### src/rtl/fp_add_scheduler.sv
// Round-robin scheduler sharing one pipelined FP adder among N_REQ requesters.
// A tag pipeline matched to the adder latency routes each result back to its requester.
module fp_add_scheduler #(
    parameter int unsigned N_REQ   = 4,
    parameter int unsigned LATENCY = 6
) (
    input  logic                       clk_i,
    input  logic                       rst_i,
    input  logic [N_REQ-1:0]           req_vld_i,
    input  logic [N_REQ*32-1:0]        req_a_i,
    input  logic [N_REQ*32-1:0]        req_b_i,
    output logic [N_REQ-1:0]           req_rdy_o,
    input  logic                       hold_i,
    output logic [31:0]                add_a_o,
    output logic [31:0]                add_b_o,
    output logic                       add_vld_o,
    input  logic [31:0]                add_result_i,
    input  logic [1:0]                 add_state_i,
    input  logic                       add_res_vld_i,
    output logic [N_REQ-1:0]           rsp_vld_o,
    output logic [31:0]                rsp_result_o,
    output logic [1:0]                 rsp_state_o,
    output logic [$clog2(N_REQ)+3:0]   inflight_o,
    output logic                       idle_o,
    output logic                       tag_err_o
);

    localparam int unsigned ID_W  = $clog2(N_REQ);
    localparam int unsigned CNT_W = ID_W + 4;

    logic [ID_W-1:0]  rr_ptr_q, rr_ptr_d;
    logic [ID_W-1:0]  grant_id, cand;
    logic             grant_any;
    logic [31:0]      sel_a, sel_b;

    logic             add_vld_q, add_vld_d;
    logic [31:0]      add_a_q, add_a_d;
    logic [31:0]      add_b_q, add_b_d;

    logic [LATENCY:0] tag_vld_q;
    logic [ID_W-1:0]  tag_id_q [LATENCY+1];

    logic             slot_vld, rsp_fire;
    logic [N_REQ-1:0] rsp_vld_q, rsp_vld_d;
    logic [31:0]      rsp_result_q, rsp_result_d;
    logic [1:0]       rsp_state_q, rsp_state_d;
    logic             tag_err_q, tag_err_d;
    logic [CNT_W-1:0] inflight_q, inflight_d;
    logic             dec;

    // Search starts at rr_ptr and wraps; first asserted requester wins.
    always_comb begin
        grant_any = 1'b0;
        grant_id  = '0;
        cand      = '0;
        for (int k = 0; k < N_REQ; k++) begin
            cand = ID_W'((32'(rr_ptr_q) + 32'(k)) % N_REQ);
            if (!grant_any && req_vld_i[cand]) begin
                grant_any = 1'b1;
                grant_id  = cand;
            end
        end
        if (rst_i || hold_i) begin
            grant_any = 1'b0;
        end
        req_rdy_o = grant_any ? (N_REQ'(1) << grant_id) : '0;
    end

    always_comb begin
        sel_a = '0;
        sel_b = '0;
        for (int i = 0; i < N_REQ; i++) begin
            if (grant_id == ID_W'(i)) begin
                sel_a = req_a_i[32*i +: 32];
                sel_b = req_b_i[32*i +: 32];
            end
        end
    end

    always_comb begin
        rr_ptr_d  = rr_ptr_q;
        add_vld_d = grant_any;
        add_a_d   = add_a_q;
        add_b_d   = add_b_q;
        if (grant_any) begin
            rr_ptr_d = (32'(grant_id) == N_REQ - 1) ? '0 : grant_id + 1'b1;
            add_a_d  = sel_a;
            add_b_d  = sel_b;
        end
    end

    // Slot LATENCY lines up with the adder's res_vld for the same operation.
    always_comb begin
        slot_vld     = tag_vld_q[LATENCY];
        rsp_fire     = add_res_vld_i & slot_vld;
        rsp_vld_d    = rsp_fire ? (N_REQ'(1) << tag_id_q[LATENCY]) : '0;
        rsp_result_d = rsp_fire ? add_result_i : rsp_result_q;
        rsp_state_d  = rsp_fire ? add_state_i : rsp_state_q;
        tag_err_d    = tag_err_q | (add_res_vld_i ^ slot_vld);
    end

    always_comb begin
        dec        = |rsp_vld_q;
        inflight_d = inflight_q;
        case ({grant_any, dec})
            2'b10: begin
                if (inflight_q != '1) begin
                    inflight_d = inflight_q + 1'b1;
                end
            end
            2'b01: begin
                if (inflight_q != '0) begin
                    inflight_d = inflight_q - 1'b1;
                end
            end
            default: inflight_d = inflight_q;
        endcase
    end

    always_ff @(posedge clk_i) begin
        if (rst_i) begin
            rr_ptr_q     <= '0;
            add_vld_q    <= 1'b0;
            add_a_q      <= '0;
            add_b_q      <= '0;
            tag_vld_q    <= '0;
            for (int k = 0; k <= LATENCY; k++) begin
                tag_id_q[k] <= '0;
            end
            rsp_vld_q    <= '0;
            rsp_result_q <= '0;
            rsp_state_q  <= 2'b00;
            tag_err_q    <= 1'b0;
            inflight_q   <= '0;
        end else begin
            rr_ptr_q     <= rr_ptr_d;
            add_vld_q    <= add_vld_d;
            add_a_q      <= add_a_d;
            add_b_q      <= add_b_d;
            tag_vld_q    <= {tag_vld_q[LATENCY-1:0], grant_any};
            tag_id_q[0]  <= grant_id;
            for (int k = 1; k <= LATENCY; k++) begin
                tag_id_q[k] <= tag_id_q[k-1];
            end
            rsp_vld_q    <= rsp_vld_d;
            rsp_result_q <= rsp_result_d;
            rsp_state_q  <= rsp_state_d;
            tag_err_q    <= tag_err_d;
            inflight_q   <= inflight_d;
        end
    end

    assign add_vld_o    = add_vld_q;
    assign add_a_o      = add_a_q;
    assign add_b_o      = add_b_q;
    assign rsp_vld_o    = rsp_vld_q;
    assign rsp_result_o = rsp_result_q;
    assign rsp_state_o  = rsp_state_q;
    assign inflight_o   = inflight_q;
    assign tag_err_o    = tag_err_q;
    assign idle_o       = (inflight_q == '0) && (req_vld_i == '0);

endmodule
### config.mk
export PLATFORM = sky130hd
export DESIGN_NAME = fp_add_scheduler
export DESIGN_NICKNAME = d
export VERILOG_FILES = /design/src/rtl/fp_add_scheduler.sv
export SDC_FILE = /design/constraint.sdc
export NUM_CORES = 1
export LEC_CHECK = 0
export BUFFER_PORTS_ARGS = -buffer_cell sky130_fd_sc_hd__buf_2
export CAP_MARGIN = 40
export CORE_AREA = 2 2 159 161
export DETAILED_ROUTE_END_ITERATION = 8
export DIE_AREA = 0 0 161 163
export GPL_ROUTABILITY_DRIVEN = 0
export PLACE_DENSITY = 0.57
export SKIP_LAST_GASP = 1
export SLEW_MARGIN = 5
export SYNTH_ARGS = -nofsm -noshare
export SYNTH_HDL_FRONTEND = slang
export SYNTH_SLANG_ARGS = --single-unit
### constraint.sdc
create_clock -name clk_i -period 4.6 [get_ports clk_i]
set_clock_uncertainty 0.2 [all_clocks]
set_input_delay 0 -clock clk_i [delete_from_list [all_inputs] [get_ports clk_i]]
set_output_delay 0 -clock clk_i [all_outputs]
set_load 0.01 [all_outputs]
==> summary.txt <==
Floorplan
  – Core area: 24700 um^2
  – Initial core utilization: 0.299
  – Row count: 58
  – Die width: 161 um
  – Die Ht: 163 um
  – I/O pins: 413
  – Die area: 26200 um^2

Yosys
  – YS warnings: 0
  – Area leader, netlist: dfxtp_1
  – Cell variety after synth: 39
  – Ys flop type: dfxtp_1
  – FFs w/ async S/R, synth: 0
  – Post-synth EDFFs: 0
  – Syn Nets: 1152
  – Syn_area_per_cell: slightly below 9 um^2
  – Cells after Synth: around 840
  – Share of the synthesized area in the top cell type: 0.359
  – Post-Syn Area: between 7000 and 8000 um^2
  – FF+latch count, synth: 132
  – Synth area leaders: dfxtp_1, nor2b_1, a211oi_2, a221oi_1, nor2_1
  – Register area share after synthesis: 0.359

Timing
  – Final min period: 4.33 ns
  – Finish-stage setup viols: 0
  – Setup TNS: 0 ns
  – Period utilisation layout: 0.941
  – Slew of the pin with the lowest slew margin: 0.917 ns
  – RSZ-0062 raised after global routing: no
  – Fmax: 231 MHz
  – Relative slew slack: 0.389
  – Final hold violation count: 0
  – Max Slew Vio Count: 0

Critical path
  – Slowest CP cell: ha_2
  – Crit. path cell count: 12
  – Crit end category: flop
  – Cell mode on critical path: dlygate4sd3_1
  – CP Max Fanout: 38
  – Worst Path Arrival: 4.46 ns
  – Family with the most delay on the worst path: buffers and inverters
  – Startpoint Class: primary input
  – Worst Reg-to-Reg Cells: 10
  – CP Cell Sequence: dlygate4sd3_1 -> buf_2 -> nor4_4 -> dlygate4sd3_1 -> nand2b_1 -> ha_2 -> buf_4 -> a221oi_1 -> nor3_1 -> a21oi_1 -> dlygate4sd3_1 -> a211oi_2
  – Critical Path Max Stage Delay: 0.64 ns
  – WP data required: 4.73 ns
  – Setup Crit Path Kind: primary input to flop
  – WP buf/inv: 5

Global routing
  – Largest net degree at the start of global routing: 93
  – First-pass GRT wire length: 42400 um
  – Initial antenna violation count: 3
  – Vias in the first global route: ~8000
  – All-Layer GR Usage: 0.202
  – Congestion Overflow GR: 0

Min path
  – Hold Path Cell Cnt: 4
  – Hold WC Path Type: primary input to flop

Place
  – DP HPWL: 19100 um
  – I/O Buffers: 412
  – Inst Count DP: 1514

CTS
  – Root buffer cell: clkbuf_16
  – Clock slew at reported path FFs: around 0.07 ns
  – Post-CTS sizing: 0
  – Sink Count: 132
  – H-Tree Depth: 4
  – CTS Buffer Depth: 2
  – Clock Latency Late Sink: 0.41 ns
  – Cts bufs inserted: 17
  – CTS tree: yes

Detailed routing
  – Remaining DRCs: 0
  – Routed len/inst: 16.1 um
  – Initial DRT Pass Iterations: 4
  – Total routed wirelength: 27500 um
  – Starting DRT DRC Count: 319
  – Post-DR vias/cell: 4.79
  – Antenna Nets Post-Route: 0
  – Via count: 8224

Power and ir drop
  – Net load switching power: 1340 uW
  – Maximum vdd ir drop: 0.172 mV
  – PD cells: 343 nW/um^2
  – Comb power frac: 0.347
  – Clock share of power: 0.344
  – Overall power: between 4000 and 5000 uW
  – Internal Power: 2740 uW
  – Switching Share: 0.329
  – Seq pwr share: 0.309
  – Pleak: between 0.005 and 0.006 uW

Cells and area
  – Fraction of layout cells with a size suffix above 1: 0.381
  – # fillers: 2380
  – Area growth, synth to finish: 61.2%
  – Area of the multi-input gates: 4270 um^2
  – Final non-filler cell total: roughly 1700
  – Nets: about 1700
  – Storage element area: 2640 um^2

Flow run
  – Max-cap violations: 0

Outcome
  – Status: finished clean
[area by class of cell]
cell class | count | share of cell area
Sequential cell | 132 | 0.222
Clock inverter | 15 | 0.0153
Clock buffer | 17 | 0.0358
Tap cell | 330 | 0.0347
Timing Repair Buffer | 592 | 0.329
Multi-Input combinational cell | 619 | 0.359
Antenna cell | 1 | 0.000211
Inverter | 10 | 0.00316
[stage by stage]
step / utilization / hold slack, ns / area (um^2) / worst slack [ns]
6_report: 0.482 / 0.0187 / 11900 / 0.272
5_1_grt: 0.482 / 0.0544 / 11900 / 0.0387
4_1_cts: 0.481 / 0.0118 / 11900 / 0.282
3_5_place_dp: 0.388 / 0.0484 / 9580 / 1.29
3_3_place_gp: 0.386 / 0.0371 / 9530 / 1.30
2_1_floorplan: - / -0.0528 / 7370 / 1.98
[Yosys cell counts, types with 2 or more instances]
master,count
and3_1,2
a21o_1,3
xnor2_1,3
dfxtp_1,132
buf_2,28
a211oi_1,7
buf_6,15
nand2_1,4
nand2b_1,3
mux2i_1,37
ha_1,11
inv_1,10
or2_2,2
a211oi_2,60
a21oi_1,69
clkbuf_1,33
nor2b_1,149
a221oi_1,66
and2_1,4
nor2_1,116
o22ai_1,2
buf_4,4
nor3_1,66
[metal layers]
layer / track usage / share of wire / vias to the layer above
met5: 0 / 0 / -
met4: 0.0649 / 0.025 / 0
met3: 0.0550 / 0.074 / 42
met2: 0.355 / 0.48 / 328
met1: 0.241 / 0.42 / 3781
li1: - / - / 4073
[worst reg2reg max path: stages (launching register included)]
cell           delay (ns)
dfxtp_1              0.34
nand2b_1             0.16
nor2b_1              0.13
o22ai_1              0.34
ha_2                 0.71
buf_4                0.53
a221oi_1             0.19
nor3_1               0.27
a21oi_1              0.07
dlygate4sd3_1        0.60
a211oi_2             0.21
[layout by cell type (no fill, tap or decap), types with 2 or more instances in the layout]
cell type	instances
nor2_1	116
inv_1	10
nor3_1	66
a211oi_2	60
and3_1	2
clkinvlp_4	3
inv_6	4
and2_1	4
buf_2	411
clkbuf_16	17
dlygate4sd3_1	169
nand2b_1	3
ha_2	2
clkinv_8	3
buf_4	7
a21o_1	3
a211oi_1	7
a21oi_1	69
inv_8	4
or2_2	2
buf_12	4
ha_4	3
mux2i_1	37
o22ai_1	2
a221oi_1	66
ha_1	6
nand2_1	4
xnor2_1	3
dfxtp_1	132
nor2b_1	149
[flip-flops by register name (all words and copies together), names as in the netlist]
name and flops:
add_a_o 32, add_b_o 32, rsp_result_o 32, tag_id_q 14, tag_vld_q 7, inflight_o 6
rsp_vld_o 4, rr_ptr_q 2, rsp_state_o 2, tag_err_o 1
[final timing paths]
kind,start,to,slack (ns)
hold reg to reg,tag_id_q[0][0],tag_id_q[1][0],0.23
setup / recovery,req_vld_i[3],add_b_o[8],0.27
setup reg to reg,rr_ptr_q[0],add_b_o[8],0.75
hold / removal,req_vld_i[1],rr_ptr_q[0],0.02
[timing repair]
item,4_1_cts,5_1_grt
hold endpoints to repair,104,0
hold buffers,169,0
setup buffers,0,0
[power groups by stage]
stage | clock network [uW] | registers, uW | logic, uW
4_1_cts | 1460 | 1260 | 1410
6_report | 1400 | 1260 | 1420
3_5_place_dp | 0 | 1280 | 1100
3_3_place_gp | 0 | 1280 | 1090
2_1_floorplan | 0 | 1310 | 720
5_1_grt | 1500 | 1270 | 1560
[cells by family (layout without fill, tap and decap cells)]
| kind of cell | after synthesis | in the layout | synth area share |
|---|---|---|---|
| and+or+nand+nor | 354 | 354 | 0.252 |
| AOI/OAI and AO/OA | 212 | 212 | 0.244 |
| DFF | 132 | 132 | 0.359 |
| buffers and inverters | 91 | 634 | 0.0684 |
| muxes | 38 | 38 | 0.0523 |
| adders and majority gates | 12 | 12 | 0.0214 |
| xor gates and xnor gates | 3 | 3 | 0.00357 |
| other | 0 | 1 | 0 |
No activity file was read; power rests on OpenSTA's default activity.
